## src/rtl/hazard_scoreboard.sv

```systemverilog
// ID-stage hazard detector built on per-register countdown timers.
// Define STATUS_HAZARD_EN to add a CPSR-flag timer with s_upd/cond_use ports.
module hazard_scoreboard #(
  parameter int NUM_REGS  = 16,
  parameter int ADDR_W    = 4,
  parameter int WB_DIST   = 2,
  parameter int LOAD_DIST = 1,
  parameter int CNT_W     = 8
) (
  input  logic              clk,
  input  logic              rst_n,
  input  logic              flush,
  input  logic              id_valid,
  input  logic [ADDR_W-1:0] src1,
  input  logic [ADDR_W-1:0] src2,
  input  logic              is_imm,
  input  logic              is_str,
  input  logic [ADDR_W-1:0] dest,
  input  logic              wb_en,
  input  logic              mem_r_en,
  input  logic              fu_en,
`ifdef STATUS_HAZARD_EN
  input  logic              s_upd,
  input  logic              cond_use,
`endif
  output logic              hazard_detected,
  output logic [CNT_W-1:0]  stall_count,
  output logic [NUM_REGS-1:0] busy_vec
);

  localparam int TW = $clog2(WB_DIST + 1);
  localparam logic [TW-1:0] WB_T = TW'(WB_DIST);
  localparam logic [TW-1:0] LD_T = TW'(LOAD_DIST);

  logic [TW-1:0]         timer_q [NUM_REGS];
  logic [TW-1:0]         timer_d [NUM_REGS];
  logic [CNT_W-1:0]      cnt_q;
  logic [CNT_W-1:0]      cnt_d;
  logic [2**ADDR_W-1:0]  busy_ext;
  logic                  src2_valid;
  logic                  raw_haz;
  logic                  can_issue;
  logic [TW-1:0]         ld_val;

  // A re-issue only ever extends the wait, never shortens it.
  function automatic logic [TW-1:0] nxt(
    input logic [TW-1:0] t,
    input logic          ld,
    input logic [TW-1:0] lv
  );
    logic [TW-1:0] dec;
    dec = (t != '0) ? t - 1'b1 : t;
    return (ld && lv > dec) ? lv : dec;
  endfunction

  always_comb begin
    busy_vec = '0;
    for (int i = 0; i < NUM_REGS; i++)
      busy_vec[i] = (timer_q[i] != '0);
  end

  // Out-of-range addresses map onto zero padding and never stall.
  always_comb begin
    busy_ext = '0;
    busy_ext[NUM_REGS-1:0] = busy_vec;
  end

  assign src2_valid = !is_imm || is_str;

`ifdef STATUS_HAZARD_EN
  logic [TW-1:0] st_q;
  logic [TW-1:0] st_d;

  assign raw_haz = busy_ext[src1]
                || (src2_valid && busy_ext[src2])
                || (cond_use && st_q != '0);
`else
  assign raw_haz = busy_ext[src1]
                || (src2_valid && busy_ext[src2]);
`endif

  assign hazard_detected = !flush && id_valid && raw_haz;
  assign can_issue = id_valid && !hazard_detected && !flush;

  always_comb begin
    ld_val = WB_T;
    if (fu_en)
      ld_val = mem_r_en ? LD_T : '0;
  end

  always_comb begin
    for (int i = 0; i < NUM_REGS; i++) begin
      timer_d[i] = nxt(timer_q[i],
                       can_issue && wb_en && dest == ADDR_W'(i),
                       ld_val);
      if (flush)
        timer_d[i] = '0;
    end
  end

  always_comb begin
    cnt_d = '0;
    if (hazard_detected)
      cnt_d = (cnt_q == '1) ? cnt_q : cnt_q + 1'b1;
  end

  always_ff @(posedge clk or negedge rst_n) begin
    if (!rst_n) begin
      for (int i = 0; i < NUM_REGS; i++)
        timer_q[i] <= '0;
      cnt_q <= '0;
    end else begin
      for (int i = 0; i < NUM_REGS; i++)
        timer_q[i] <= timer_d[i];
      cnt_q <= cnt_d;
    end
  end

`ifdef STATUS_HAZARD_EN
  always_comb begin
    st_d = nxt(st_q, can_issue && s_upd, ld_val);
    if (flush)
      st_d = '0;
  end

  always_ff @(posedge clk or negedge rst_n) begin
    if (!rst_n) st_q <= '0;
    else        st_q <= st_d;
  end
`endif

  assign stall_count = cnt_q;

endmodule

```

## config.mk

```make
export PLATFORM = sky130hd
export DESIGN_NAME = hazard_scoreboard
export DESIGN_NICKNAME = d
export VERILOG_FILES = /design/src/rtl/hazard_scoreboard.sv
export SDC_FILE = /design/constraint.sdc
export NUM_CORES = 1
export LEC_CHECK = 0
export BUFFER_PORTS_ARGS = -buffer_cell sky130_fd_sc_hd__buf_2
export CAP_MARGIN = 40
export CORE_ASPECT_RATIO = 1.4
export CORE_MARGIN = 4
export CORE_UTILIZATION = 63
export CTS_BUF_LIST = sky130_fd_sc_hd__clkbuf_16
export DETAILED_ROUTE_END_ITERATION = 8
export PLACE_DENSITY = 0.86
export SLEW_MARGIN = 40
export SYNTH_ARGS = -nofsm -noshare
export SYNTH_HDL_FRONTEND = slang
export SYNTH_SLANG_ARGS = --single-unit
```

## constraint.sdc

```tcl
create_clock -name clk -period 5.5 [get_ports clk]
set_input_delay 0.275 -clock clk [delete_from_list [all_inputs] [get_ports clk]]
set_output_delay 0.275 -clock clk [all_outputs]
set_load 0.02 [all_outputs]
```

==> results of run 1 <==
cell type report:
class                   count  area, µm²  share of cell area, %
clock buffers               5        125                   3.24
clock inverters             2       8.76                  0.227
inverters                  22       82.6                   2.14
multi-input cells         284       2300                   59.6
flip-flops and latches     40       1000                   25.9
well taps                  66       82.6                   2.14
repair buffers             49        260                   6.74
power by group through the flow:
stage	sequential (mW)	combinational, mW	clock, mW
after floorplan	0.302	0.0700	0
after global placement	0.301	0.0996	0
after detailed placement	0.302	0.104	0
after CTS	0.296	0.106	0.277
after global routing	0.296	0.116	0.292
final	0.296	0.106	0.274
stage by stage:
step,std cells,area (µm²)
after floorplan,358,3460
after global placement,459,3710
after detailed placement,460,3720
after CTS,468,3860
after global routing,468,3860
final,468,3860
sequential cells by signal (all words and copies together), names as in the netlist:
signal / cells
stall_count: 8
timer_q: 32
layer usage:
metal | up-vias | GRT usage, % | share of wire, %
met5 | - | 0 | 0
met4 | 0 | 12.5 | 3.4
met3 | 29 | 4.75 | 6.8
met2 | 130 | 47.2 | 51
met1 | 1382 | 30.4 | 39
li1 | 1367 | - | -
critical path, delay by kind of cell (launching register included):
kind,cells,cell delay (ns)
and+or+nand+nor,2,0.77
buffers and inverters,3,0.63
AOI/OAI and AO/OA,2,0.45
DFF,1,0.38
muxes,1,0.29
how the worst min path moves through the flow:
stage | start | to | slack, ns | cells past startpoint
after floorplan | rst_n | stall_count[0] | -0.02 | 0
after global routing | id_valid | stall_count[4] | 0.50 | 4
after detailed placement | rst_n | stall_count[0] | 0.29 | 1
after CTS | id_valid | stall_count[4] | 0.48 | 4
after global placement | rst_n | timer_q[22] | 0.44 | 1
final | id_valid | stall_count[4] | 0.49 | 4
logic make-up (layout without fill, tap and decap cells):
group,Yosys count,count (layout),share of synthesized area [%]
buf+inv,34,78,4.56
flops,40,40,28.9
compound gates,49,49,9.84
xor+xnor,3,3,0.760
simple gates,160,160,31.9
fa+ha+maj,33,33,11.9
mux,39,39,12.1
timing repair:
action,4_1_cts,5_1_grt
hold endpoints to repair,40,0
hold buffers,1,0
resized for setup,0,0
synthesized netlist by cell type, drive strengths merged (2+ instances only):
cell type    count
dlygate4sd1      2
a211o            8
mux2             2
nor2            10
a21oi           27
xor2             2
and3             2
inv             22
or2b            11
mux2i           35
clkbuf           5
ha              33
nor4b            5
nand2           31
nor3b            4
or2             34
mux4             2
dfrtp           40
nand3            3
nor2b           19
buf              5
nand2b           8
nand4            4
nor4            20
o21ai            5
a211oi           3
nor3             7
==> results.sh, run 1 <==
export IMPL_drt_iter0_markers=233
export IMPL_cts_tree="yes"
export IMPL_startpoint_type="register"
export IMPL_p_int_mw=0.492
export IMPL_crit_path_end_kind="output pin"
export IMPL_r2r_slack_ns=2.71
export IMPL_synth_area_per_cell_um2=9.66
export IMPL_initial_utilization_pct=66.1
export IMPL_slew_headroom_pct=46.6
export IMPL_status="complete, no violations"
export IMPL_syn_nets=412
export IMPL_finalHoldViolations=0
export IMPL_setup_slack_ns=2.41
export IMPL_yosys_area_top_type="dfrtp_1"
export IMPL_grt_pass1_wl_um=13800
export IMPL_place_congestion=0.839
export IMPL_drv_cap=0
export IMPL_ys_seq_area_share_pct=28.9
export IMPL_period_needed_ns=3.09
export IMPL_ant_nets=0
export IMPL_grt_remaining_overflow=0
export IMPL_synth_area_um2=3460
export IMPL_drc=0
export IMPL_diodes=0
export IMPL_die_y_um=95.7
export IMPL_fillers=391
export IMPL_drive_gt1_share_pct=25.4
export IMPL_period_share_pct=56.2
export IMPL_p_sw_mw=0.185
export IMPL_hpwl_um=6140
export IMPL_worstMarginPinSlew_ns=0.799
export IMPL_clockBufferDepth=2
export IMPL_postCtsSetupRepairBufs=0
export IMPL_synthCells=358
export IMPL_p_per_area_nw_per_um2=175
export IMPL_cp_required_ns=5.22
export IMPL_nNetsFinal=456
export IMPL_synth_edff_count=0
export IMPL_holdCritPathClass="input pin to register"
export IMPL_synth_top_area_share_pct=28.9
export IMPL_combPwrFrac_pct=15.7
export IMPL_grt_pass1_vias=2794
export IMPL_io_buffers=45
export IMPL_path_clk_slew_ns=0.06
export IMPL_max_stage_delay_ns=0.45
export IMPL_syn_to_final_growth_pct=11.6
export IMPL_fmax_ghz=0.324
export IMPL_ys_seq_elements=40
export IMPL_path_cells="or2_1, mux2_2, o221ai_1, nand3_1, buf_4, o21ai_4, inv_1, buf_2"
export IMPL_setup_violations=0
export IMPL_dieArea_um2=6760
export IMPL_clockPowerShare_pct=40.5
export IMPL_p_total_mw=0.676
export IMPL_num_vias=2908
export IMPL_final_common_cell="buf_2"
export IMPL_io_pins=46
export IMPL_dp_slack_ns=2.76
export IMPL_fin_hold_ws_ns=0.488
export IMPL_mostFrequentLayoutCells="buf_2 (44), dfrtp_1 (40), mux2i_1 (35), ha_1 (33), nand2_1 (31)"
export IMPL_synth_ff_type="dfrtp_1"
export IMPL_cts_root_buf="clkbuf_16"
export IMPL_r2r_cells=7
export IMPL_worstPathArrival_ns=2.81
export IMPL_pwr_share_seq_pct=43.8
export IMPL_firstDrtPassIters=5
export IMPL_antenna_found_initial=0
export IMPL_critPathMaxFanout=10
export IMPL_fin_skew_ns=0.00401
export IMPL_cts_max_level=2
export IMPL_grt_usage_pct=26.4
export IMPL_numCtsBuffers=5
export IMPL_synth_area_top_cells="dfrtp_1 (29%), ha_1 (12%), mux2i_1 (10%)"
export IMPL_crit_start="timer_q[13]"
export IMPL_drt_wl_total_um=8510
export IMPL_critPathCapture="hazard_detected"
export IMPL_via_per_inst=6.21
export IMPL_setup_tns_ns=0
export IMPL_irDropWorstVdd_uv=135
export IMPL_synth_async_sr_flop_share_pct=100
export IMPL_post_drt_wl_per_cell_um=18.2
export IMPL_r2r_start="timer_q[13]"
export IMPL_final_util_pct=73.7
export IMPL_yosysUniqueCellTypes=45
export IMPL_p_leak_nw=1.65
export IMPL_worstReg2RegEnd="timer_q[6]"
export IMPL_rsz0062_at_grt="no"
export IMPL_yosys_warnings=0
export IMPL_core_um2=5240
export IMPL_rows=31
export IMPL_slew_violations=0
export IMPL_p_sw_share_pct=27.3
export IMPL_fp_dieW_um=70.6
export IMPL_clkLatencyLatePin_ns=0.28
export IMPL_slowest_stage="nand3_1"
export IMPL_cts_sinks=40
export IMPL_grt_start_max_net_pins=41
export IMPL_path_class="register to output pin"
(Power assumes the default switching activity.)
==> inputs of run 2 (changes only) <==
- ABC_AREA: not set -> 1
- CORE_UTILIZATION: 63 -> 59
- PLACE_DENSITY: 0.86 -> 0.81
- clock period: 5.5 -> 3 ns (I/O delays scaled with it)
==> run 2 against run 1 <==
Compared with the run above: utilization is 5.5 points lower; setup slack worse by 1.7 ns; critical endpoint unchanged; largest cell class unchanged; clock skew is essentially flat; synthesized cell count grew 44%; register-to-register slack got worse by 1.7 ns; first-iteration DRC count shrank 14%; combinational power rose by 98%; cell area grew 4.4%; hold slack worse by 0.30 ns; critical path type unchanged.
==> results.sh, run 2 <==
export IMPL_synth_area_top_cells="dfrtp_1 (28%), nand2_1 (14%), ha_1 (11%)"
export IMPL_fmax_ghz=0.439
export IMPL_grt_remaining_overflow=0
export IMPL_stdcell_area_um2=4030
export IMPL_setup_violations=0
export IMPL_synth_area_um2=3620
export IMPL_place_congestion=0.885
export IMPL_period_needed_ns=2.28
export IMPL_synth_ff_type="dfrtp_1"
export IMPL_yosys_area_share_adder_pct=11.4
export IMPL_pwr_share_seq_pct=40.1
export IMPL_antenna_found_initial=0
export IMPL_synth_async_sr_flop_share_pct=100
export IMPL_yosys_area_top_type="dfrtp_1"
export IMPL_holdCritPathClass="input pin to register"
export IMPL_rows=33
export IMPL_post_drt_wl_per_cell_um=13.7
export IMPL_period_share_pct=75.9
export IMPL_firstDrtPassIters=5
export IMPL_drt_wl_total_um=8720
export IMPL_synth_most_common_cell="nand2_1"
export IMPL_met1Wirelength_um=3350
export IMPL_irDropWorstVdd_uv=401
export IMPL_yosys_area_share_simple_pct=40.4
export IMPL_place_area_um2=3860
export IMPL_num_vias=3430
export IMPL_syn_to_final_growth_pct=11.3
export IMPL_p_int_mw=0.990
export IMPL_core_um2=5900
export IMPL_clockBufferDepth=2
export IMPL_p_per_area_nw_per_um2=337
export IMPL_cts_sinks=40
export IMPL_synth_top_area_share_pct=27.6
export IMPL_multi_input_area_um2=2160
export IMPL_io_buffers=45
export IMPL_ant_nets=0
export IMPL_crit_path_end_kind="output pin"
export IMPL_synthXorXnorAreaFrac_pct=0.725
export IMPL_placed_cells=625
export IMPL_drt_iter0_markers=201
export IMPL_ys_seq_elements=40
export IMPL_slew_headroom_pct=51.7
export IMPL_p_sw_share_pct=27.0
export IMPL_clockPowerShare_pct=44.5
export IMPL_synthCells=517
export IMPL_rsz0062_at_grt="no"
export IMPL_p_sw_mw=0.367
export IMPL_grt_pass1_wl_um=15000
export IMPL_post_cts_resized=0
export IMPL_drv_cap=0
export IMPL_slew_violations=0
export IMPL_regMostFlops="timer_q"
export IMPL_dieArea_um2=7470
export IMPL_grt_start_max_net_pins=41
export IMPL_path_clk_slew_ns=0.06
export IMPL_synth_mux_area_share_pct=0
export IMPL_cts_tree="yes"
export IMPL_numCtsBuffers=5
export IMPL_synth_compound_area_share_pct=7.15
export IMPL_r2r_slack_ns=0.97
export IMPL_path_class="register to output pin"
export IMPL_fillers=502
export IMPL_p_leak_nw=2.30
export IMPL_synth_edff_count=0
export IMPL_highest_layer="met4"
export IMPL_drive_gt1_share_pct=16.1
export IMPL_finalHoldViolations=0
export IMPL_diodes=0
export IMPL_yosysUniqueCellTypes=39
export IMPL_dr_wl_met2_um=4550
export IMPL_syn_nets=571
export IMPL_ys_seq_area_share_pct=27.6
export IMPL_hpwl_um=6450
export IMPL_startpoint_type="register"
export IMPL_synth_top_family_by_area="simple AND/OR/NAND/NOR gates"
export IMPL_drc=0
export IMPL_setup_tns_ns=0
export IMPL_final_common_cell="nand2_1"
export IMPL_regArea_um2=1000
export IMPL_grt_pass1_vias=3457
export IMPL_largest_register_ffs=32
export IMPL_wl_met3_um=537
export IMPL_cts_max_level=2
export IMPL_synth_area_per_cell_um2=7.01
export IMPL_die_y_um=101
export IMPL_fin_skew_ns=0.00440
export IMPL_fin_cells=634
export IMPL_status="complete, no violations"
export IMPL_synth_commonest_cells="nand2_1 (139), nor2_1 (89), inv_1 (84)"
export IMPL_cts_root_buf="clkbuf_16"
export IMPL_via_per_inst=5.41
export IMPL_worstPathArrival_ns=2.13
export IMPL_fp_dieW_um=74.2
export IMPL_initial_utilization_pct=61.3
export IMPL_mostFrequentLayoutCells="nand2_1 (139), nor2_1 (89), inv_1 (84), buf_2 (44), dfrtp_1 (40)"
export IMPL_worstMarginPinSlew_ns=0.723
export IMPL_combPwrFrac_pct=15.5
export IMPL_critPathMaxFanout=17
export IMPL_grt_usage_pct=25.4
export IMPL_yosys_warnings=0
export IMPL_nNetsFinal=617
export IMPL_io_pins=46
export IMPL_cp_required_ns=2.85
export IMPL_clkLatencyLatePin_ns=0.29
==> run 2: cell count changes after synthesis, sizes merged, moves of 8 or more <==
| cell | change |
|---|---|
| nor2 | +88 |
| nand4 | +12 |
| or2b | -11 |
| nand2b | -8 |
| nand3 | +28 |
| mux2i | -35 |
| inv | +69 |
| nor4 | -16 |
| nor2b | -19 |
| nand2 | +110 |
| a211o | -8 |
| or2 | -32 |
==> run 2: worst paths after layout <==
check,from,endpoint,depth (start not counted)
setup / recovery,timer_q[13],hazard_detected,11
hold / removal,id_valid,stall_count[1],3
setup reg to reg,timer_q[13],timer_q[6],10
hold reg to reg,stall_count[1],stall_count[1],2
max in group asynchronous,rst_n,timer_q[23],2
min in group asynchronous,rst_n,timer_q[8],2
==> run 2: repair_timing <==
item / in CTS / in global routing
setup endpoints to repair: 0 / 0
setup buffers: 0 / 0
hold endpoints to repair: 40 / 0
hold buffers: 1 / 0
==> run 2: cells by family (layout without fill, tap and decap cells) <==
logic type	count (synthesis)	after routing
AND/OR/NAND/NOR	298	298
buffers and inverters	102	149
AO/OA/AOI/OAI	41	41
flip-flops	40	40
adder cells (fa/ha/maj)	33	33
XOR/XNOR	3	3
==> run 2: final cells by class <==
cell class	instances	share of cell area, %
Inverter	92	8.88
Clock inverter	3	0.931
Sequential cell	40	24.8
Tap cell	70	2.17
Clock buffer	5	3.10
Multi-Input combinational cell	375	53.6
Timing Repair Buffer	49	6.46
==> run 2: worst max-delay path, stage by stage (launching register included) <==
cell and delay [ns]:
dfrtp_1 0.39, nor2_1 0.27, nand2_1 0.08, nand3_1 0.09, nand2_1 0.06, nand2_1 0.06, nand3_1 0.11, nand2_4 0.35
nand2_4 0.10, nand3_4 0.13, inv_1 0.05, buf_2 0.15
==> run 2: power groups by stage <==
stage	Combinational (mW)	Sequential (mW)	Clock (mW)
floorplan	0.152	0.554	0
global placement	0.200	0.553	0
detailed placement	0.207	0.553	0
CTS	0.211	0.543	0.607
global route	0.233	0.543	0.633
finish	0.210	0.543	0.603
==> run 2: per-layer routing <==
layer	vias to the layer above	global-route usage [%]
li1	1727	-
met1	1573	28.4
met2	109	45.9
met3	21	4.09
met4	0	11.5
met5	-	0
==> run 2: per-stage QoR <==
stage | hold slack, ns | power [mW] | utilization, % | setup WS, ns
2_1_floorplan | -0.146 | 0.706 | - | 0.738
3_3_place_gp | 0.319 | 0.754 | 65.3 | 0.769
3_5_place_dp | 0.167 | 0.760 | 65.4 | 0.721
4_1_cts | 0.189 | 1.36 | 68.3 | 0.712
5_1_grt | 0.211 | 1.41 | 68.3 | 0.514
6_report | 0.188 | 1.36 | 68.3 | 0.722
==> inputs of run 3 (changes only) <==
- CORE_UTILIZATION: 59 -> 53
- PLACE_DENSITY: 0.81 -> 0.77
- clock period: 3 -> 2.01 ns (I/O delays scaled with it)
==> run 3 against run 2 <==
Compared with the run above: register-to-register slack lost 0.83 ns; clock-buffer cell count unchanged; routed wire length grew 7.0%; sequential power is 49% higher; utilization decreased by 3.2 points; non-clock buffer count increased by 20; highest routed layer unchanged; largest power group is now sequential cells; final cell count increased by 6.5%; combinational power rose by 81%; via count rose by 2.0%; hold slack got worse by 0.069 ns; critical path depth did not move.
==> results.sh, run 3 (synthesis gave the netlist of run 2 again) <==
export IMPL_status="complete, no violations"
export IMPL_antenna_found_initial=0
export IMPL_period_share_pct=93.0
export IMPL_fp_dieW_um=77.9
export IMPL_die_y_um=106
export IMPL_grt_util_met1_pct=25.7
export IMPL_io_pins=46
export IMPL_combPwrFrac_pct=19.4
export IMPL_final_util_pct=65.1
export IMPL_diodes=0
export IMPL_slowest_stage="dfrtp_1"
export IMPL_drive_gt1_share_pct=21.6
export IMPL_place_congestion=0.853
export IMPL_slew_violations=0
export IMPL_clockPowerShare_pct=39.2
export IMPL_mostFrequentLayoutCells="nand2_1 (136), inv_1 (85), nor2_1 (82), buf_2 (45), dfrtp_1 (40)"
export IMPL_grt_pass1_vias=3461
export IMPL_p_int_mw=1.39
export IMPL_irDropWorstVdd_uv=376
export IMPL_max_stage_delay_ns=0.41
export IMPL_cp_required_ns=1.91
export IMPL_holdCritPathClass="input pin to register"
export IMPL_dp_slack_ns=0.0715
export IMPL_cp_common_cell="nand2_1"
export IMPL_path_cells="nor2_2, nand2_1, nand3_1, nand2_1, nand2_1, nand3b_1, nand2_4, nand2_4, nand3_4, inv_1, buf_2"
export IMPL_fillers=572
export IMPL_final_common_cell="nand2_1"
export IMPL_firstDrtPassIters=4
export IMPL_drv_cap=0
export IMPL_path_class="register to output pin"
export IMPL_grt_start_max_net_pins=27
export IMPL_fin_skew_ns=0.00699
export IMPL_initial_utilization_pct=54.8
export IMPL_largest_register_ffs=32
export IMPL_p_sw_mw=0.568
export IMPL_regMostFlops="timer_q"
export IMPL_slew_headroom_pct=57.4
export IMPL_p_sw_share_pct=29.0
export IMPL_p_per_area_nw_per_um2=456
export IMPL_cts_sinks=40
export IMPL_clkLatencyLatePin_ns=0.29
export IMPL_drt_wl_total_um=9330
export IMPL_use_met3_pct=2.82
export IMPL_regArea_um2=1000
export IMPL_use_met2_pct=43.6
export IMPL_startpoint_type="register"
export IMPL_grt_remaining_overflow=0
export IMPL_rsz0062_at_grt="yes"
export IMPL_worstMarginPinSlew_ns=0.638
export IMPL_setup_violations=0
export IMPL_via_per_inst=5.18
export IMPL_path_clk_slew_ns=0.06
export IMPL_cts_max_level=2
export IMPL_hpwl_um=6870
export IMPL_dieArea_um2=8240
export IMPL_nNetsFinal=637
export IMPL_rows=35
export IMPL_ant_nets=0
export IMPL_crit_path_end_kind="output pin"
export IMPL_num_vias=3497
export IMPL_clockBufferDepth=2
export IMPL_setup_tns_ns=0
export IMPL_grt_usage_pct=23.2
export IMPL_fmax_ghz=0.535
export IMPL_finalHoldViolations=0
export IMPL_grt_pass1_wl_um=15400
export IMPL_p_leak_nw=2.41
export IMPL_syn_to_final_growth_pct=18.9
export IMPL_drc=0
export IMPL_pwr_share_seq_pct=41.4
export IMPL_core_um2=6610
export IMPL_setup_slack_ns=0.141
export IMPL_io_buffers=45
export IMPL_grt_busiest_layer="met2"
export IMPL_period_needed_ns=1.87
export IMPL_critPathMaxFanout=6
export IMPL_numCtsBuffers=5
export IMPL_drt_iter0_markers=189
export IMPL_cts_tree="yes"
export IMPL_cts_root_buf="clkbuf_16"
export IMPL_post_drt_wl_per_cell_um=13.8
export IMPL_multi_input_area_um2=2250
export IMPL_worstPathArrival_ns=1.77
-- run 3: changes by cell type in the layout (fill, tap and decap cells not counted), moves of 4 or more --
cell	before	now
nor2_4	1	5
buf_4	4	19
nor2_1	89	82
nor4_2	0	4
nor4_1	4	0
-- run 3: repair_timing --
action | in CTS | in global routing
hold buffers | 1 | 0
endpoints found under the hold margin | 20 | 0
gates resized for setup | 0 | 23
pin swaps | 1 | 10
endpoints found under the setup margin | 1 | 16
setup buffers | 6 | 4
-- run 3: power groups by stage --
stage | registers (mW) | clock network (mW) | logic, mW
final | 0.811 | 0.770 | 0.381
after global routing | 0.811 | 0.796 | 0.419
after CTS | 0.811 | 0.763 | 0.364
after detailed placement | 0.826 | 0 | 0.341
after global placement | 0.826 | 0 | 0.335
after floorplan | 0.828 | 0 | 0.227
-- run 3: metrics by stage --
stage	std cells	instance area (µm²)	hold slack [ns]	power (mW)
after detailed placement	657	4000	0.110	1.17
after global placement	657	4000	0.0956	1.16
after global routing	675	4310	0.135	2.03
after CTS	671	4190	0.146	1.94
after floorplan	517	3620	-0.195	1.05
final	675	4310	0.119	1.96
-- run 3: critical path: cells and delay by family, from the launching register on --
family	cells	cell delay (ns)
buf+inv	2	0.20
flops	1	0.41
simple gates	9	0.88
-- run 3: routing by layer --
metal	vias to the layer above	share of wire [%]
met1	1646	41
li1	1758	-
met2	79	53
met3	14	4.1
met4	0	1.9
met5	-	0
-- run 3: path summary, 6_finish.rpt --
| path | startpoint | to | slack [ns] | depth (start not counted) |
|---|---|---|---|---|
| setup reg to reg | timer_q[25] | timer_q[10] | 0.14 | 12 |
| setup / recovery | timer_q[25] | hazard_detected | 0.14 | 11 |
| hold / removal | id_valid | stall_count[4] | 0.12 | 3 |
| hold reg to reg | stall_count[7] | stall_count[7] | 0.63 | 2 |
| min in group asynchronous | rst_n | timer_q[8] | 0.32 | 2 |
| max in group asynchronous | rst_n | stall_count[2] | 1.01 | 3 |
-- run 3: area by class of cell --
class / count / share of cell area [%]
Inverter: 92 / 8.31
Sequential cell: 40 / 23.2
Multi-Input combinational cell: 375 / 52.2
Clock inverter: 2 / 0.203
Tap cell: 92 / 2.67
Clock buffer: 5 / 2.91
Timing Repair Buffer: 69 / 10.4
